File: src/rtl/mux_gate_alu_pkg.sv
// Shared constants for the mux-built bitwise ALU: op width and op codes.
package mux_gate_alu_pkg;

  localparam int OP_W = 3;

  // Function select codes; all eight values are legal.
  typedef enum logic [OP_W-1:0] {
    OP_AND    = 3'd0,
    OP_OR     = 3'd1,
    OP_XOR    = 3'd2,
    OP_NAND   = 3'd3,
    OP_NOR    = 3'd4,
    OP_XNOR   = 3'd5,
    OP_PASS_A = 3'd6,
    OP_NOT_A  = 3'd7
  } op_e;

endpackage

File: src/rtl/mux_gate_cell.sv
// 1-bit 2:1 multiplexer: the only primitive used to build the ALU datapath.
module mux_gate_cell (
  input  logic [1:0] in,
  input  logic       sel,
  output logic       out
);

  assign out = sel ? in[1] : in[0];

endmodule

File: src/rtl/mux_gate_alu.sv
// Registered bitwise ALU built from 2:1 mux cells, with valid/ready
// handshakes and a main + skid output buffer for full-rate backpressure.
module mux_gate_alu
  import mux_gate_alu_pkg::*;
#(
  parameter int WIDTH   = 8,
  parameter int COUNT_W = 8
) (
  input  logic               clk,
  input  logic               rst_n,
  input  logic               in_valid,
  output logic               in_ready,
  input  logic [WIDTH-1:0]   in_a,
  input  logic [WIDTH-1:0]   in_b,
  input  logic [OP_W-1:0]    in_op,
  output logic               out_valid,
  input  logic               out_ready,
  output logic [WIDTH-1:0]   out_data,
  output logic [OP_W-1:0]    out_op,
  output logic [COUNT_W-1:0] xfer_count
);

  logic [WIDTH-1:0] result;

  // Per-bit gate functions and the 8:1 op-select tree, all from mux cells.
  // Each gate uses operand a as the select and routes b, ~b or a constant.
  genvar gi;
  generate
    for (gi = 0; gi < WIDTH; gi++) begin : g_bit
      logic bit_a, bit_b, bit_nb, bit_na;
      logic f_and, f_or, f_xor, f_nand, f_nor, f_xnor;
      logic l0_0, l0_1, l0_2, l0_3, l1_0, l1_1, bit_res;

      assign bit_a = in_a[gi];
      assign bit_b = in_b[gi];

      // Inverters: sel=x picks 0 when x=1, 1 when x=0.
      mux_gate_cell u_not_b (.in({1'b0, 1'b1}), .sel(bit_b), .out(bit_nb));
      mux_gate_cell u_not_a (.in({1'b0, 1'b1}), .sel(bit_a), .out(bit_na));

      mux_gate_cell u_and  (.in({bit_b,  1'b0  }), .sel(bit_a), .out(f_and));
      mux_gate_cell u_or   (.in({1'b1,   bit_b }), .sel(bit_a), .out(f_or));
      mux_gate_cell u_xor  (.in({bit_nb, bit_b }), .sel(bit_a), .out(f_xor));
      mux_gate_cell u_nand (.in({bit_nb, 1'b1  }), .sel(bit_a), .out(f_nand));
      mux_gate_cell u_nor  (.in({1'b0,   bit_nb}), .sel(bit_a), .out(f_nor));
      mux_gate_cell u_xnor (.in({bit_b,  bit_nb}), .sel(bit_a), .out(f_xnor));

      // Op tree: op[0] picks within pairs, op[1] within quads, op[2] halves.
      mux_gate_cell u_l0_0 (.in({f_or,   f_and }), .sel(in_op[0]), .out(l0_0));
      mux_gate_cell u_l0_1 (.in({f_nand, f_xor }), .sel(in_op[0]), .out(l0_1));
      mux_gate_cell u_l0_2 (.in({f_xnor, f_nor }), .sel(in_op[0]), .out(l0_2));
      mux_gate_cell u_l0_3 (.in({bit_na, bit_a }), .sel(in_op[0]), .out(l0_3));
      mux_gate_cell u_l1_0 (.in({l0_1,   l0_0  }), .sel(in_op[1]), .out(l1_0));
      mux_gate_cell u_l1_1 (.in({l0_3,   l0_2  }), .sel(in_op[1]), .out(l1_1));
      mux_gate_cell u_l2   (.in({l1_1,   l1_0  }), .sel(in_op[2]), .out(bit_res));

      assign result[gi] = bit_res;
    end
  endgenerate

  logic               main_valid_q, main_valid_d;
  logic [WIDTH-1:0]   main_data_q,  main_data_d;
  logic [OP_W-1:0]    main_op_q,    main_op_d;
  logic               skid_valid_q, skid_valid_d;
  logic [WIDTH-1:0]   skid_data_q,  skid_data_d;
  logic [OP_W-1:0]    skid_op_q,    skid_op_d;
  logic [COUNT_W-1:0] count_q,      count_d;
  logic               accept, drain, main_free;

  // in_ready depends only on skid occupancy, never on out_ready.
  assign in_ready  = !skid_valid_q;
  assign accept    = in_valid && in_ready;
  assign drain     = main_valid_q && out_ready;
  assign main_free = !main_valid_q || drain;

  // Buffer steering: skid has priority into main so order is preserved.
  always_comb begin
    main_valid_d = main_valid_q;
    main_data_d  = main_data_q;
    main_op_d    = main_op_q;
    skid_valid_d = skid_valid_q;
    skid_data_d  = skid_data_q;
    skid_op_d    = skid_op_q;
    count_d      = count_q;

    if (drain) begin
      count_d = count_q + COUNT_W'(1);
    end

    if (main_free) begin
      if (skid_valid_q) begin
        main_valid_d = 1'b1;
        main_data_d  = skid_data_q;
        main_op_d    = skid_op_q;
        skid_valid_d = accept;
        if (accept) begin
          skid_data_d = result;
          skid_op_d   = in_op;
        end
      end else if (accept) begin
        main_valid_d = 1'b1;
        main_data_d  = result;
        main_op_d    = in_op;
      end else begin
        main_valid_d = 1'b0;
      end
    end else if (accept) begin
      skid_valid_d = 1'b1;
      skid_data_d  = result;
      skid_op_d    = in_op;
    end
  end

  // State registers; reset discards any buffered results immediately.
  always_ff @(posedge clk or negedge rst_n) begin
    if (!rst_n) begin
      main_valid_q <= 1'b0;
      main_data_q  <= '0;
      main_op_q    <= '0;
      skid_valid_q <= 1'b0;
      skid_data_q  <= '0;
      skid_op_q    <= '0;
      count_q      <= '0;
    end else begin
      main_valid_q <= main_valid_d;
      main_data_q  <= main_data_d;
      main_op_q    <= main_op_d;
      skid_valid_q <= skid_valid_d;
      skid_data_q  <= skid_data_d;
      skid_op_q    <= skid_op_d;
      count_q      <= count_d;
    end
  end

  assign out_valid  = main_valid_q;
  assign out_data   = main_data_q;
  assign out_op     = main_op_q;
  assign xfer_count = count_q;

endmodule

File: config.mk
export PLATFORM = sky130hd
export DESIGN_NAME = mux_gate_alu
export DESIGN_NICKNAME = d
export VERILOG_FILES = /design/src/rtl/mux_gate_alu_pkg.sv /design/src/rtl/mux_gate_cell.sv /design/src/rtl/mux_gate_alu.sv
export SDC_FILE = /design/constraint.sdc
export NUM_CORES = 1
export LEC_CHECK = 0
export CAP_MARGIN = 20
export CORE_AREA = 4 4 71 73
export DETAILED_ROUTE_END_ITERATION = 7
export DIE_AREA = 0 0 75 77
export GPL_TIMING_DRIVEN = 0
export PLACE_DENSITY = 0.86
export SLEW_MARGIN = 15
export SYNTH_ARGS = -nofsm -noshare
export SYNTH_HDL_FRONTEND = slang
export SYNTH_SLANG_ARGS = --single-unit
File: constraint.sdc
create_clock -name clk -period 2.7 [get_ports clk]
set_input_delay 0.675 -clock clk [delete_from_list [all_inputs] [get_ports clk]]
set_output_delay 0.675 -clock clk [all_outputs]
set_load 0.1 [all_outputs]
==> results of run 1 <==
-- cell usage after synthesis --
cell type and n:
buf_8 1, o21ai_0 4, or2_2 1, o22ai_1 16, mux2_2 12, nand2b_1 2, buf_1 2, nand2b_4 1
clkbuf_1 3, nand4_1 2, buf_4 1, dfrtp_1 32, xnor2_1 5, xor2_1 2, inv_1 18, nand2_1 16
nand3_1 3, or3b_1 1, buf_2 6, buf_6 1, o31ai_1 14, ha_1 33, mux2i_1 11, a21oi_1 16
a22oi_1 8, nor2_1 21, o31ai_2 2, and2_2 1
-- worst register-to-register path: stages, from the launching register on --
cell	delay, ns
dfrtp_1	0.36
buf_4	0.16
o21ai_0	0.42
buf_2	0.31
a22oi_1	0.12
o31ai_1	0.10
-- layout make-up --
class,instances,area [sq um],area share (%)
flip-flops and latches,32,800.8,28.14
clock buffers,8,90.09,3.166
repair buffers,42,414.1,14.56
multi-input cells,171,1325,46.57
well taps,52,65.06,2.287
inverters,18,67.56,2.375
plain buffers,14,82.58,2.902
-- registers in the layout, indices dropped and copies added (netlist names) --
| name | count |
|---|---|
| skid_data_q | 8 |
| out_op | 3 |
| xfer_count | 8 |
| skid_op_q | 3 |
| skid_valid_q | 1 |
| out_data | 8 |
| out_valid | 1 |
-- through the flow --
| stage | worst slack (ns) | cells | utilization [%] | hold WS (ns) | total power [mW] |
|---|---|---|---|---|---|
| detailed placement | 0.2141 | 329 | 63.30 | 0.4670 | 1.907 |
| CTS | 0.1045 | 337 | 65.34 | 0.4604 | 2.279 |
| global placement | 0.2629 | 329 | 63.42 | 0.4597 | 1.879 |
| floorplan | 0.6568 | 235 | - | 0.3794 | 1.597 |
| global route | 0.07332 | 337 | 65.34 | 0.4877 | 2.376 |
| finish | 0.1134 | 337 | 65.34 | 0.4357 | 2.258 |
-- power groups by stage --
stage / combinational, mW / clock [mW] / sequential [mW]
finish: 1.19 / 0.369 / 0.703
global placement: 1.17 / 0 / 0.705
detailed placement: 1.19 / 0 / 0.714
CTS: 1.19 / 0.381 / 0.705
floorplan: 0.284 / 0 / 1.31
global route: 1.25 / 0.402 / 0.719
-- how the worst min path moves through the flow --
stage,start,to,slack (ns),cells past startpoint
6_report,rst_n,out_op[0],0.44,1
5_1_grt,rst_n,xfer_count[2],0.49,1
4_1_cts,rst_n,xfer_count[2],0.46,1
3_3_place_gp,skid_data_q[1],skid_data_q[1],0.46,2
2_1_floorplan,rst_n,out_data[0],0.38,0
3_5_place_dp,skid_data_q[1],skid_data_q[1],0.47,2
-- metal layers --
layer / vias up / GRT usage, % / wire [microns]
li1: 918 / - / -
met1: 895 / 21.46 / 1959
met2: 69 / 30.40 / 2381
met3: 10 / 4.314 / 354
met4: 0 / 8.185 / 97
met5: - / 0 / 0
-- cell families (layout without fill, tap and decap cells) --
logic type	count (synthesis)	in the layout	synth area share (%)
buf+inv	32	82	6.597
simple gates	48	48	9.456
mux	23	23	10.78
xor+xnor	7	7	2.694
fa+ha+maj	33	33	18.14
flops	32	32	35.18
compound gates	60	60	17.15
==> metrics.yaml, run 1 <==
postCtsSetupRepairBufs: 0
nNetsFinal: 340
tns_ns: 0
dp_hpwl_microns: 3755
finalWeightedCongestion: 0.7690
switching_power_mw: 1.119
core-area_sq_um: 4354
antenna_found_initial: 0
critical_path_arrival_ns: 1.91
clock_latency_ns: 0.28
hold_violations: 0
critical_path.startpoint: "out_valid"
synth_top_area_cell: "dfrtp_1"
powerDensity_nw_per_um2: 793.7
rsz0062_at_grt: "false"
ir_worst_vdd_mv: 0.3598
cts_tree: "built"
intPower_mw: 1.139
avgSynthCellArea_sq_um: 9.685
drive_above_1_share_pct: 11.58
dpl-instance-area_sq_um: 2756
drc: 0
tightestPinTransition_ns: 1.011
outcome: "completed"
netlist_area_sq_um: 2276
die_h_microns: 77
maxCapViolCount: 0
num_vias: 1892
ant_nets: 0
diodes: 0
r2r_cells: 5
finalInstanceArea_sq_um: 2845
clkTransAtPathRegs_ns: 0.06
cp.depth: 1
start_kind: "flop"
regToRegStartpoint: "skid_valid_q"
r2r-end: "out_data[6]"
wire_per_inst_microns: 14.22
clkSinkCount: 32
pwr-share-comb_pct: 52.5
routed_via_density: 5.614
fin_crit_ns: 2.587
finClkSkew_ns: 0.003329
synth_nets: 291
synth_area_leaders: "dfrtp_1, ha_1, mux2_2, mux2i_1, o31ai_1"
cts_root_buf: "clkbuf_8"
cp_top_family: "buffers and inverters"
period_share_pct: 95.80
hold_class: "in2async"
clk_path_buf_depth: 2
endpoint: "out_valid"
path_buf_inv: 1
grt_pass1_wl_microns: 8266
final_cell_mix: "clkdlybuf4s50_1, ha_1, dfrtp_1, nor2_1, inv_1"
path_class: "reg2out"
syn_to_final_growth_pct: 25.01
ys_seq_elements: 32
numCtsBuffers: 5
clkPwrFrac_pct: 16.3
totalWireLength_microns: 4792
yosysWarnings: 0
nFillCells: 378
worst_path_max_delay_cell: "clkdlybuf4s50_1"
grt_pass1_vias: 1897
power_leakage_nw: 1.333
dieArea_sq_um: 5775
hold_buffers: 0
io_buffers: 42
rrSetupSlack_ns: 1.13
first_pass_iters: 4
start_util_pct: 52.27
max_freq_mhz: 386.6
cts_resized: 1
cp_cell_sequence: "clkdlybuf4s50_1"
final_common_cell: "clkdlybuf4s50_1"
slowest_delay_ns: 1.17
die_w_microns: 75
grt-ovfl-total: 0
maxSlewHeadroom_pct: 32.38
pin_count: 44
drt_iter0_markers: 117
cp-end-kind: "output pin"
finalSetupViolCount: 0
rows: 24
crit_required_ns: 2.03
yosysUniqueCellTypes: 28
path_max_fanout: 5
synthCells: 235
report.final.slew_viol_count: 0
yosysSeqAreaShare_pct: 35.18
pwr-share-seq_pct: 31.1
synth.top_cell.area_share_pct: 35.18
grt_max_degree: 33
grtUsageTotal_pct: 18.18
switching_share_pct: 49.57
htree_num_levels: 2
Power figures use the tool's default switching activity.
==> run 2, diff against run 1 <==
Settings changed: CTS_CLUSTER_DIAMETER set to 80.
==> results of run 2 <==
Final layout, timing and power as in run 1 (identical DEF).
